===== src/rtl/ctrl_pkg.sv =====
// Shared opcode, ALUOp and control-bundle definitions for the pipelined RV32I control unit.
package ctrl_pkg;

    localparam int unsigned OP_W    = 5;
    localparam int unsigned ALUOP_W = 2;

    // Major opcodes, inst[6:2]
    localparam logic [OP_W-1:0] OP_R      = 5'b01100;
    localparam logic [OP_W-1:0] OP_IALU   = 5'b00100;
    localparam logic [OP_W-1:0] OP_LOAD   = 5'b00000;
    localparam logic [OP_W-1:0] OP_STORE  = 5'b01000;
    localparam logic [OP_W-1:0] OP_BRANCH = 5'b11000;
    localparam logic [OP_W-1:0] OP_JAL    = 5'b11011;
    localparam logic [OP_W-1:0] OP_JALR   = 5'b11001;
    localparam logic [OP_W-1:0] OP_LUI    = 5'b01101;
    localparam logic [OP_W-1:0] OP_AUIPC  = 5'b00101;
    localparam logic [OP_W-1:0] OP_SYSTEM = 5'b11100;

    localparam logic [ALUOP_W-1:0] ALUOP_ADD = 2'b00;
    localparam logic [ALUOP_W-1:0] ALUOP_BR  = 2'b01;
    localparam logic [ALUOP_W-1:0] ALUOP_R   = 2'b10;
    localparam logic [ALUOP_W-1:0] ALUOP_I   = 2'b11;

    typedef struct packed {
        logic               sys;
        logic               branch;
        logic               mem_read;
        logic               mem_to_reg;
        logic               mem_write;
        logic               alu_src;
        logic               reg_write;
        logic               jal;
        logic               jalr;
        logic [ALUOP_W-1:0] alu_op;
    } ctrl_t;

    localparam ctrl_t CTRL_BUBBLE = '0;

endpackage


===== src/rtl/pipe_ctrl_unit_if.sv =====
// ID-side request and per-stage control outputs of the pipelined control unit.
interface pipe_ctrl_unit_if #(
    parameter int unsigned OPW    = 5,
    parameter int unsigned RAW    = 5,
    parameter int unsigned ALUOPW = 2
) ();

    logic              id_valid;
    logic [OPW-1:0]    id_opcode;
    logic [RAW-1:0]    id_rs1;
    logic [RAW-1:0]    id_rs2;
    logic [RAW-1:0]    id_rd;
    logic              ex_flush;

    logic              stall;
    logic              ex_branch;
    logic              ex_mem_read;
    logic              ex_mem_to_reg;
    logic              ex_mem_write;
    logic              ex_alu_src;
    logic              ex_reg_write;
    logic              ex_jal;
    logic              ex_jalr;
    logic [ALUOPW-1:0] ex_alu_op;
    logic [RAW-1:0]    ex_rd;
    logic              mem_mem_read;
    logic              mem_mem_write;
    logic              mem_mem_to_reg;
    logic              mem_reg_write;
    logic [RAW-1:0]    mem_rd;
    logic              wb_mem_to_reg;
    logic              wb_reg_write;
    logic [RAW-1:0]    wb_rd;
    logic              halt;

    modport master (
        output id_valid, id_opcode, id_rs1, id_rs2, id_rd, ex_flush,
        input  stall, ex_branch, ex_mem_read, ex_mem_to_reg, ex_mem_write,
               ex_alu_src, ex_reg_write, ex_jal, ex_jalr, ex_alu_op, ex_rd,
               mem_mem_read, mem_mem_write, mem_mem_to_reg, mem_reg_write, mem_rd,
               wb_mem_to_reg, wb_reg_write, wb_rd, halt
    );

    modport slave (
        input  id_valid, id_opcode, id_rs1, id_rs2, id_rd, ex_flush,
        output stall, ex_branch, ex_mem_read, ex_mem_to_reg, ex_mem_write,
               ex_alu_src, ex_reg_write, ex_jal, ex_jalr, ex_alu_op, ex_rd,
               mem_mem_read, mem_mem_write, mem_mem_to_reg, mem_reg_write, mem_rd,
               wb_mem_to_reg, wb_reg_write, wb_rd, halt
    );

endinterface


===== src/rtl/ctrl_decode.sv =====
// Combinational opcode-to-control decoder. SYSTEM yields the sys bit only when CTRL_HALT_EN is defined.
module ctrl_decode
    import ctrl_pkg::*;
#(
    parameter int unsigned OPW = 5,
    parameter int unsigned RAW = 5
) (
    input  logic           valid,
    input  logic [OPW-1:0] opcode,
    input  logic [RAW-1:0] rd,
    output ctrl_t          ctrl_c
);

    always_comb begin
        ctrl_c = CTRL_BUBBLE;
        if (valid) begin
            case (opcode)
                OPW'(OP_R): begin
                    ctrl_c.reg_write = 1'b1;
                    ctrl_c.alu_op    = ALUOP_R;
                end
                OPW'(OP_IALU): begin
                    ctrl_c.alu_src   = 1'b1;
                    ctrl_c.reg_write = 1'b1;
                    ctrl_c.alu_op    = ALUOP_I;
                end
                OPW'(OP_LOAD): begin
                    ctrl_c.mem_read   = 1'b1;
                    ctrl_c.mem_to_reg = 1'b1;
                    ctrl_c.alu_src    = 1'b1;
                    ctrl_c.reg_write  = 1'b1;
                    ctrl_c.alu_op     = ALUOP_ADD;
                end
                OPW'(OP_STORE): begin
                    ctrl_c.mem_write = 1'b1;
                    ctrl_c.alu_src   = 1'b1;
                    ctrl_c.alu_op    = ALUOP_ADD;
                end
                OPW'(OP_BRANCH): begin
                    ctrl_c.branch = 1'b1;
                    ctrl_c.alu_op = ALUOP_BR;
                end
                OPW'(OP_JAL): begin
                    ctrl_c.jal       = 1'b1;
                    ctrl_c.reg_write = 1'b1;
                end
                OPW'(OP_JALR): begin
                    ctrl_c.jalr      = 1'b1;
                    ctrl_c.alu_src   = 1'b1;
                    ctrl_c.reg_write = 1'b1;
                end
                OPW'(OP_LUI), OPW'(OP_AUIPC): begin
                    ctrl_c.alu_src   = 1'b1;
                    ctrl_c.reg_write = 1'b1;
                    ctrl_c.alu_op    = ALUOP_ADD;
                end
`ifdef CTRL_HALT_EN
                OPW'(OP_SYSTEM): ctrl_c.sys = 1'b1;
`else
                OPW'(OP_SYSTEM): ctrl_c = CTRL_BUBBLE;
`endif
                default: ctrl_c = CTRL_BUBBLE;
            endcase
            // x0 is never written
            if (rd == '0) begin
                ctrl_c.reg_write = 1'b0;
            end
        end
    end

endmodule


===== src/rtl/pipe_ctrl_unit.sv =====
// Pipelined control unit: ID decode, ID/EX-EX/MEM-MEM/WB control registers, load-use stall, flush.
// Optional sticky halt on SYSTEM when CTRL_HALT_EN is defined.
module pipe_ctrl_unit
    import ctrl_pkg::*;
#(
    parameter int unsigned OPW    = 5,
    parameter int unsigned RAW    = 5,
    parameter int unsigned ALUOPW = 2
) (
    input  logic          clk,
    input  logic          rst,
    pipe_ctrl_unit_if.slave bus
);

    ctrl_t          id_ctrl;
    ctrl_t          ex_ctrl;
    logic [RAW-1:0] ex_rd_q;
    logic           mem_mem_read_q;
    logic           mem_mem_write_q;
    logic           mem_mem_to_reg_q;
    logic           mem_reg_write_q;
    logic [RAW-1:0] mem_rd_q;
    logic           wb_mem_to_reg_q;
    logic           wb_reg_write_q;
    logic [RAW-1:0] wb_rd_q;
    logic           halt_q;
    logic           dec_valid;
    logic           stall_c;
    logic           bubble_c;

`ifdef CTRL_HALT_EN
    logic           mem_sys_q;
    assign dec_valid = bus.id_valid & ~halt_q;
`else
    logic           sys_unused;
    assign dec_valid  = bus.id_valid;
    assign sys_unused = ex_ctrl.sys;
`endif

    ctrl_decode #(
        .OPW (OPW),
        .RAW (RAW)
    ) u_decode (
        .valid  (dec_valid),
        .opcode (bus.id_opcode),
        .rd     (bus.id_rd),
        .ctrl_c (id_ctrl)
    );

    // Load in EX whose destination feeds the ID instruction
    always_comb begin
        stall_c = bus.id_valid & ex_ctrl.mem_read & (ex_rd_q != '0) &
                  ((ex_rd_q == bus.id_rs1) | (ex_rd_q == bus.id_rs2));
        bubble_c = bus.ex_flush | stall_c | ~dec_valid;
    end

    // Pipeline registers; EX/MEM and MEM/WB never freeze
    always_ff @(posedge clk) begin
        if (rst) begin
            ex_ctrl          <= CTRL_BUBBLE;
            ex_rd_q          <= '0;
            mem_mem_read_q   <= 1'b0;
            mem_mem_write_q  <= 1'b0;
            mem_mem_to_reg_q <= 1'b0;
            mem_reg_write_q  <= 1'b0;
            mem_rd_q         <= '0;
            wb_mem_to_reg_q  <= 1'b0;
            wb_reg_write_q   <= 1'b0;
            wb_rd_q          <= '0;
        end else begin
            ex_ctrl          <= bubble_c ? CTRL_BUBBLE : id_ctrl;
            ex_rd_q          <= bubble_c ? '0 : bus.id_rd;
            mem_mem_read_q   <= ex_ctrl.mem_read;
            mem_mem_write_q  <= ex_ctrl.mem_write;
            mem_mem_to_reg_q <= ex_ctrl.mem_to_reg;
            mem_reg_write_q  <= ex_ctrl.reg_write;
            mem_rd_q         <= ex_rd_q;
            wb_mem_to_reg_q  <= mem_mem_to_reg_q;
            wb_reg_write_q   <= mem_reg_write_q;
            wb_rd_q          <= mem_rd_q;
        end
    end

`ifdef CTRL_HALT_EN
    // The halt flag sets as the SYSTEM sys bit moves from EX/MEM into MEM/WB
    always_ff @(posedge clk) begin
        if (rst) begin
            mem_sys_q <= 1'b0;
            halt_q    <= 1'b0;
        end else begin
            mem_sys_q <= ex_ctrl.sys;
            halt_q    <= halt_q | mem_sys_q;
        end
    end
`else
    assign halt_q = 1'b0;
`endif

    assign bus.stall          = stall_c;
    assign bus.ex_branch      = ex_ctrl.branch;
    assign bus.ex_mem_read    = ex_ctrl.mem_read;
    assign bus.ex_mem_to_reg  = ex_ctrl.mem_to_reg;
    assign bus.ex_mem_write   = ex_ctrl.mem_write;
    assign bus.ex_alu_src     = ex_ctrl.alu_src;
    assign bus.ex_reg_write   = ex_ctrl.reg_write;
    assign bus.ex_jal         = ex_ctrl.jal;
    assign bus.ex_jalr        = ex_ctrl.jalr;
    assign bus.ex_alu_op      = ALUOPW'(ex_ctrl.alu_op);
    assign bus.ex_rd          = ex_rd_q;
    assign bus.mem_mem_read   = mem_mem_read_q;
    assign bus.mem_mem_write  = mem_mem_write_q;
    assign bus.mem_mem_to_reg = mem_mem_to_reg_q;
    assign bus.mem_reg_write  = mem_reg_write_q;
    assign bus.mem_rd         = mem_rd_q;
    assign bus.wb_mem_to_reg  = wb_mem_to_reg_q;
    assign bus.wb_reg_write   = wb_reg_write_q;
    assign bus.wb_rd          = wb_rd_q;
    assign bus.halt           = halt_q;

endmodule


===== src/flat_wrapper.sv =====
// flat-port wrapper written by rule: the top's interface ports become plain ports
module pipe_ctrl_unit_flat import ctrl_pkg::*;
#(
    parameter int unsigned OPW    = 5,
    parameter int unsigned RAW    = 5,
    parameter int unsigned ALUOPW = 2
)
  (clk, rst, bus_id_valid, bus_id_opcode, bus_id_rs1, bus_id_rs2, bus_id_rd, bus_ex_flush, bus_stall, bus_ex_branch, bus_ex_mem_read, bus_ex_mem_to_reg, bus_ex_mem_write, bus_ex_alu_src, bus_ex_reg_write, bus_ex_jal, bus_ex_jalr, bus_ex_alu_op, bus_ex_rd, bus_mem_mem_read, bus_mem_mem_write, bus_mem_mem_to_reg, bus_mem_reg_write, bus_mem_rd, bus_wb_mem_to_reg, bus_wb_reg_write, bus_wb_rd, bus_halt);
  pipe_ctrl_unit_if #(.OPW(OPW), .RAW(RAW), .ALUOPW(ALUOPW)) bus_i ();
  input  logic clk;
  input  logic rst;
  input wire logic [$bits(bus_i.id_valid)-1:0] bus_id_valid;
  input wire logic [$bits(bus_i.id_opcode)-1:0] bus_id_opcode;
  input wire logic [$bits(bus_i.id_rs1)-1:0] bus_id_rs1;
  input wire logic [$bits(bus_i.id_rs2)-1:0] bus_id_rs2;
  input wire logic [$bits(bus_i.id_rd)-1:0] bus_id_rd;
  input wire logic [$bits(bus_i.ex_flush)-1:0] bus_ex_flush;
  output wire logic [$bits(bus_i.stall)-1:0] bus_stall;
  output wire logic [$bits(bus_i.ex_branch)-1:0] bus_ex_branch;
  output wire logic [$bits(bus_i.ex_mem_read)-1:0] bus_ex_mem_read;
  output wire logic [$bits(bus_i.ex_mem_to_reg)-1:0] bus_ex_mem_to_reg;
  output wire logic [$bits(bus_i.ex_mem_write)-1:0] bus_ex_mem_write;
  output wire logic [$bits(bus_i.ex_alu_src)-1:0] bus_ex_alu_src;
  output wire logic [$bits(bus_i.ex_reg_write)-1:0] bus_ex_reg_write;
  output wire logic [$bits(bus_i.ex_jal)-1:0] bus_ex_jal;
  output wire logic [$bits(bus_i.ex_jalr)-1:0] bus_ex_jalr;
  output wire logic [$bits(bus_i.ex_alu_op)-1:0] bus_ex_alu_op;
  output wire logic [$bits(bus_i.ex_rd)-1:0] bus_ex_rd;
  output wire logic [$bits(bus_i.mem_mem_read)-1:0] bus_mem_mem_read;
  output wire logic [$bits(bus_i.mem_mem_write)-1:0] bus_mem_mem_write;
  output wire logic [$bits(bus_i.mem_mem_to_reg)-1:0] bus_mem_mem_to_reg;
  output wire logic [$bits(bus_i.mem_reg_write)-1:0] bus_mem_reg_write;
  output wire logic [$bits(bus_i.mem_rd)-1:0] bus_mem_rd;
  output wire logic [$bits(bus_i.wb_mem_to_reg)-1:0] bus_wb_mem_to_reg;
  output wire logic [$bits(bus_i.wb_reg_write)-1:0] bus_wb_reg_write;
  output wire logic [$bits(bus_i.wb_rd)-1:0] bus_wb_rd;
  output wire logic [$bits(bus_i.halt)-1:0] bus_halt;
  assign bus_i.id_valid = bus_id_valid;
  assign bus_i.id_opcode = bus_id_opcode;
  assign bus_i.id_rs1 = bus_id_rs1;
  assign bus_i.id_rs2 = bus_id_rs2;
  assign bus_i.id_rd = bus_id_rd;
  assign bus_i.ex_flush = bus_ex_flush;
  assign bus_stall = bus_i.stall;
  assign bus_ex_branch = bus_i.ex_branch;
  assign bus_ex_mem_read = bus_i.ex_mem_read;
  assign bus_ex_mem_to_reg = bus_i.ex_mem_to_reg;
  assign bus_ex_mem_write = bus_i.ex_mem_write;
  assign bus_ex_alu_src = bus_i.ex_alu_src;
  assign bus_ex_reg_write = bus_i.ex_reg_write;
  assign bus_ex_jal = bus_i.ex_jal;
  assign bus_ex_jalr = bus_i.ex_jalr;
  assign bus_ex_alu_op = bus_i.ex_alu_op;
  assign bus_ex_rd = bus_i.ex_rd;
  assign bus_mem_mem_read = bus_i.mem_mem_read;
  assign bus_mem_mem_write = bus_i.mem_mem_write;
  assign bus_mem_mem_to_reg = bus_i.mem_mem_to_reg;
  assign bus_mem_reg_write = bus_i.mem_reg_write;
  assign bus_mem_rd = bus_i.mem_rd;
  assign bus_wb_mem_to_reg = bus_i.wb_mem_to_reg;
  assign bus_wb_reg_write = bus_i.wb_reg_write;
  assign bus_wb_rd = bus_i.wb_rd;
  assign bus_halt = bus_i.halt;
  pipe_ctrl_unit #(.OPW(OPW), .RAW(RAW), .ALUOPW(ALUOPW)) u_core (.clk(clk), .rst(rst), .bus(bus_i));
endmodule

===== config.mk =====
export PLATFORM = sky130hd
export DESIGN_NAME = pipe_ctrl_unit_flat
export DESIGN_NICKNAME = d
export VERILOG_FILES = /design/src/rtl/ctrl_pkg.sv /design/src/rtl/pipe_ctrl_unit_if.sv /design/src/rtl/ctrl_decode.sv /design/src/rtl/pipe_ctrl_unit.sv /design/src/flat_wrapper.sv
export SDC_FILE = /design/constraint.sdc
export NUM_CORES = 1
export LEC_CHECK = 0
export BUFFER_PORTS_ARGS = -buffer_cell sky130_fd_sc_hd__clkbuf_2
export CAP_MARGIN = 5
export CORE_ASPECT_RATIO = 1.75
export CORE_MARGIN = 10
export CORE_UTILIZATION = 43
export DETAILED_ROUTE_END_ITERATION = 16
export PLACE_DENSITY = 0.87
export SLEW_MARGIN = 10
export SYNTH_ARGS = -nofsm -noshare
export SYNTH_HDL_FRONTEND = slang
export SYNTH_SLANG_ARGS = --single-unit

===== constraint.sdc =====
create_clock -name clk -period 1.8 [get_ports clk]
set_input_delay 0.27 -clock clk [delete_from_list [all_inputs] [get_ports clk]]
set_output_delay 0.27 -clock clk [all_outputs]
set_load 0.02 [all_outputs]

==> results.ini, run 1 <==
[pwr]
leakagePower_nw=0.704
peakVddDrop_mv=0.467
pwr_density_cell_nw_per_um2=883

[setup_path]
path_max_fanout=5
r2r_end=u_core.bus.ex_jalr
r2r_cells=5
crit_arrival_ns=1.63
worstSetupStartpointType=flip-flop
cp_data_required_time_ns=1.53
endpoint_kind=output pin
r2r_start=u_core.bus.ex_rd[1]
r2r_slack_ns=0.04
crit_type=flip-flop to output pin

[route]
vias_per_cell=5.06
drtIter0Drc=20
drt-total-wl_um=3030
drt_first_pass_iters=4
wl_per_cell_um=15.9
drc=0
final_antenna_net_count=0
vias=967

[clock_tree]
cts_tree=done
clock_sinks=29
path_clk_slew_ns=0.06
clockBufferDepth=2
htreeDepth=2
cts_made_buffers=5
clock-root-buffer=clkbuf_8
hold_buffers=0
worst_skew_pair.late_latency_ns=0.28

[grt]
grt_max_degree=16
grt_pass1_wl_um=4750
track_usage=0.121
grt_overflow=0
grt_pass1_vias=1015
antenna_found_initial=0

[timing]
fin_tns_setup_ns=-0.104
holdWs_ns=0.235
slew_violations=0
setup_ws_ns=-0.104
fmax_mhz=525
grt_setup_unrepaired=yes
fin_skew_ns=0.00279
setup_viol=1
fin_crit_ns=1.90
hold_viol_final=0
period_share=1.06

[floorplan]
std_cell_rows=24
dieHeight_um=86.6
io_pins=57
core_sq_um=2460
die_x_um=58.1
start_util=0.443
die_area_sq_um=5030

[placed_design]
place.port_buffers=55
dpl.hpwl_um=2420
place_inst=181
place_congestion=0.958

[synthesis]
syn_nets=126
ys_seq_elements=29
ys.warnings.count=0
netlist-cell-type-count=29
synth_seq_area_share=0.533
postSynthAreaPerCell_sq_um=10.7
synthCells=102
synthesis.area_sq_um=1090

[finish]
nets=188
final_cell_mix=clkbuf_2, dfxtp_1, nor2b_1
final_common_cell=clkbuf_2
final_cells=191
syn_to_final_growth_pct=40.3
drive_above_1_share=0.491
diodes=0

[flow_run]
cap_viol_max_count=0

[hold_path]
hold_path_depth=2
hold_path.startpoint=bus_id_rd[4]
hold_end=u_core.bus.ex_rd[4]
min_path_type=primary input to flip-flop

[status]
violations=negative setup slack
status=complete, but fails checks

==> synth_stat cells <==
library cell  number  area (sq um)
nor4b_2            1          15.0
o21ai_0            2          10.0
and3_1             5          31.3
clkbuf_1           1          3.75
nand2b_1           1          6.26
or4_4              1          11.3
nand3_1            3          15.0
conb_1             1          3.75
or3b_2             1          8.76
a2111oi_2          1          15.0
nor3b_1            1          7.51
nand4_1            1          6.26
inv_1              2          7.51
or4bb_1            1          11.3
nor4_2             1          12.5
nor2_1             3          11.3
dfxtp_1           29           581
xnor2_1           10          87.6
nor4_1             3          18.8
buf_4              3          22.5
inv_4              1          6.26
a21oi_1            1          5.00
nor2b_1           15          93.8
o2111ai_4          1          26.3
o22ai_1            2          12.5
or4_1              2          15.0
or4b_2             1          10.0
nand2_1            4          15.0
nor3_1             4          20.0
==> layer usage <==
| metal | wire [um] | track usage |
|---|---|---|
| met1 | 972 | 0.0982 |
| met2 | 1630 | 0.216 |
| met4 | 81 | 0.0773 |
| met5 | 0 | 0 |
| met3 | 342 | 0.0644 |
==> power by group <==
| part | leakage, nW | internal [mW] | switching, mW | total, mW |
|---|---|---|---|---|
| Sequential | 0.236 | 0.650 | 0.00625 | 0.657 |
| Clock | 0.0542 | 0.344 | 0.230 | 0.574 |
| Combinational | 0.413 | 0.0535 | 0.0655 | 0.119 |
| Total | 0.704 | 1.05 | 0.302 | 1.35 |
==> cell type report <==
| cell class | instances | area, sq um |
|---|---|---|
| inverters | 3 | 13.8 |
| multi-input cells | 66 | 482 |
| clock inverters | 1 | 5.00 |
| fillers | 203 | 933 |
| clock buffers | 7 | 96.3 |
| flip-flops and latches | 29 | 586 |
| well taps | 26 | 32.5 |
| repair buffers | 59 | 314 |
==> critical path: stages (launching register included) <==
cell,delay [ns]
dfxtp_2,0.34
or4_4,0.55
o2111ai_4,0.25
inv_4,0.06
clkbuf_8,0.15
==> cell families after synthesis <==
kind of cell | synth area share
buf+inv | 0.0367
flops | 0.533
simple gates | 0.284
xor+xnor | 0.0804
compound gates | 0.0631
other cells | 0.00344
==> through the flow <==
step	power [mW]	area, sq um	setup WS (ns)	utilization
global placement	0.783	1390	0.106	0.563
detailed placement	0.787	1390	0.0686	0.563
global route	1.40	1530	-0.136	0.621
CTS	1.36	1520	-0.146	0.618
finish	1.35	1530	-0.104	0.621
floorplan	0.730	1090	0.111	-
==> repair_timing <==
| action | 4_1_cts | 5_1_grt |
|---|---|---|
| resized for setup | 8 | 0 |
| setup buffers | 1 | 1 |
| pin swaps | 1 | 1 |
| endpoints found under the setup margin | 1 | 7 |
==> how the worst max path moves through the flow <==
stage	startpoint	endpoint	slack, ns	depth (start not counted)
2_1_floorplan	u_core.bus.ex_rd[1]	u_core.bus.ex_alu_src	0.11	4
3_3_place_gp	u_core.bus.ex_rd[1]	bus_stall	0.11	4
3_5_place_dp	u_core.bus.ex_rd[2]	bus_stall	0.07	6
4_1_cts	u_core.bus.ex_rd[1]	bus_stall	-0.15	4
5_1_grt	u_core.bus.ex_rd[1]	bus_stall	-0.14	4
6_report	u_core.bus.ex_rd[1]	bus_stall	-0.10	4
(Power assumes the default switching activity.)
==> inputs of run 2 (changes only) <==
--- a/config.mk
+++ b/config.mk
@@ -7,11 +7,13 @@
 export LEC_CHECK = 0
 export BUFFER_PORTS_ARGS = -buffer_cell sky130_fd_sc_hd__clkbuf_2
 export CAP_MARGIN = 5
+export CELL_PAD_IN_SITES_DETAIL_PLACEMENT = 1
+export CELL_PAD_IN_SITES_GLOBAL_PLACEMENT = 1
 export CORE_ASPECT_RATIO = 1.75
 export CORE_MARGIN = 10
-export CORE_UTILIZATION = 43
+export CORE_UTILIZATION = 32
 export DETAILED_ROUTE_END_ITERATION = 16
-export PLACE_DENSITY = 0.87
+export PLACE_DENSITY = 0.88
 export SLEW_MARGIN = 10
 export SYNTH_ARGS = -nofsm -noshare
 export SYNTH_HDL_FRONTEND = slang
==> results.ini, run 2 (synthesized netlist as in run 1, its figures left out) <==
[floorplan]
dieHeight_um=97.2
core_sq_um=3330
start_util=0.327
io_pins=57
die_x_um=64.1
die_area_sq_um=6230
std_cell_rows=28

[clock_tree]
clock_sinks=29
clockBufferDepth=2
cts_made_buffers=5
worst_skew_pair.late_latency_ns=0.28
htreeDepth=2
cts_tree=done
clock-root-buffer=clkbuf_8
path_clk_slew_ns=0.06

[setup_path]
path_max_fanout=5
crit_arrival_ns=1.67
endpoint_kind=output pin
r2r_start=u_core.bus.ex_rd[1]
crit_chain=xnor2_1 -> nand3_1 -> o22ai_2 -> o2111ai_4 -> inv_4 -> buf_8
slowest_stage=dfxtp_1
crit_type=flip-flop to output pin
setup.worst_path.start=u_core.bus.ex_rd[2]
cp_data_required_time_ns=1.53
worstSetupStartpointType=flip-flop
critPathMaxStageDelay_ns=0.44

[pwr]
peakVddDrop_mv=0.459
power_frac_seq=0.502
clkPwrFrac=0.390
netSwitchingFraction=0.252
pwr_density_cell_nw_per_um2=780
fin_total_pwr_mw=1.30
leakagePower_nw=0.740
pwr-share-comb=0.108
power_switching_mw=0.329
p_int_mw=0.975

[grt]
antenna_found_initial=0
track_usage=0.121
grt_pass1_vias=1127
grt_pass1_wl_um=5800
grt_max_degree=17
grt_overflow=0

[route]
drc=0
drtIter0Drc=28
drt-total-wl_um=3900
vias=980
final_antenna_net_count=0
wl_per_cell_um=18.2
drt_first_pass_iters=3
vias_per_cell=4.58

[finish]
fin_area_sq_um=1670
nets=192
final_cells=214
syn_to_final_growth_pct=53.5
final_cell_mix=clkbuf_2, dfxtp_1, nor2b_1
diodes=0
final_common_cell=clkbuf_2
drive_above_1_share=0.538

[timing]
setup_viol=8
slew_violations=0
fin_tns_setup_ns=-0.513
setup_ws_ns=-0.137
fmax_mhz=516
period_share=1.08
fin_crit_ns=1.94
fin_skew_ns=0.00402
hold_viol_final=0
grt_setup_unrepaired=yes
holdWs_ns=0.225

[placed_design]
place.port_buffers=55
placed_area_sq_um=1420
place_inst=201
place_congestion=0.757
dpl.hpwl_um=2930

[status]
violations=negative setup slack
status=complete, but fails checks

[hold_path]
min_path_type=primary input to flip-flop
hold_path.startpoint=bus_id_rd[3]

[flow_run]
cap_viol_max_count=0

run 2: cell count changes in the layout (fill, tap and decap cells not counted), moves of 2 or more:
cell	previous run	this run
clkbuf_8	8	5
nor3_1	4	1
buf_8	0	2
dfxtp_2	4	2
dfxtp_4	0	2
nor3_2	0	2
xnor2_1	10	8
xnor2_2	0	2
run 2: area by class of cell:
class	count	area, sq um
repair buffers	63	369
fillers	401	1660
well taps	45	56.3
clock inverters	2	10.0
flip-flops and latches	29	591
inverters	3	13.8
multi-input cells	66	561
clock buffers	6	72.6
run 2: repair_timing:
action                     in CTS  in global routing
pin swaps                       1                 10
gates resized for setup        11                 14
buffers inserted                3                  2
setup endpoints to repair       1                 10
hold buffers                    0                  0
run 2: worst paths after layout:
kind	end	slack (ns)	cells after the start
setup / recovery	bus_stall	-0.14	6
hold / removal	u_core.bus.ex_rd[3]	0.22	2
setup reg to reg	u_core.bus.ex_alu_src	-0.10	6
hold reg to reg	u_core.bus.wb_rd[0]	0.46	1
run 2: metal layers:
metal  track usage  vias to the layer above  wire, um
li1              -                      478         -
met1        0.0940                      455      1240
met2         0.232                       40      2250
met3        0.0543                        7       314
met4        0.0662                        0        97
met5             0                        -         0
run 2: power by group through the flow:
stage	logic, mW	registers (mW)	clock network [mW]
3_5_place_dp	0.121	0.671	0
5_1_grt	0.152	0.655	0.547
6_report	0.141	0.654	0.509
4_1_cts	0.129	0.654	0.506
3_3_place_gp	0.115	0.670	0
2_1_floorplan	0.0504	0.679	0
run 2: per-stage QoR:
step                setup slack (ns)   util
CTS                           -0.135  0.472
finish                        -0.137  0.503
floorplan                      0.111      -
global route                  -0.206  0.503
detailed placement            0.0371  0.426
global placement              0.0777  0.426
run 2: critical path: cells and delay by family (launching register included):
kind            cells  cell delay [ns]
compound gates      2             0.40
xor+xnor            1             0.19
buf+inv             2             0.22
flops               1             0.44
simple gates        1             0.13
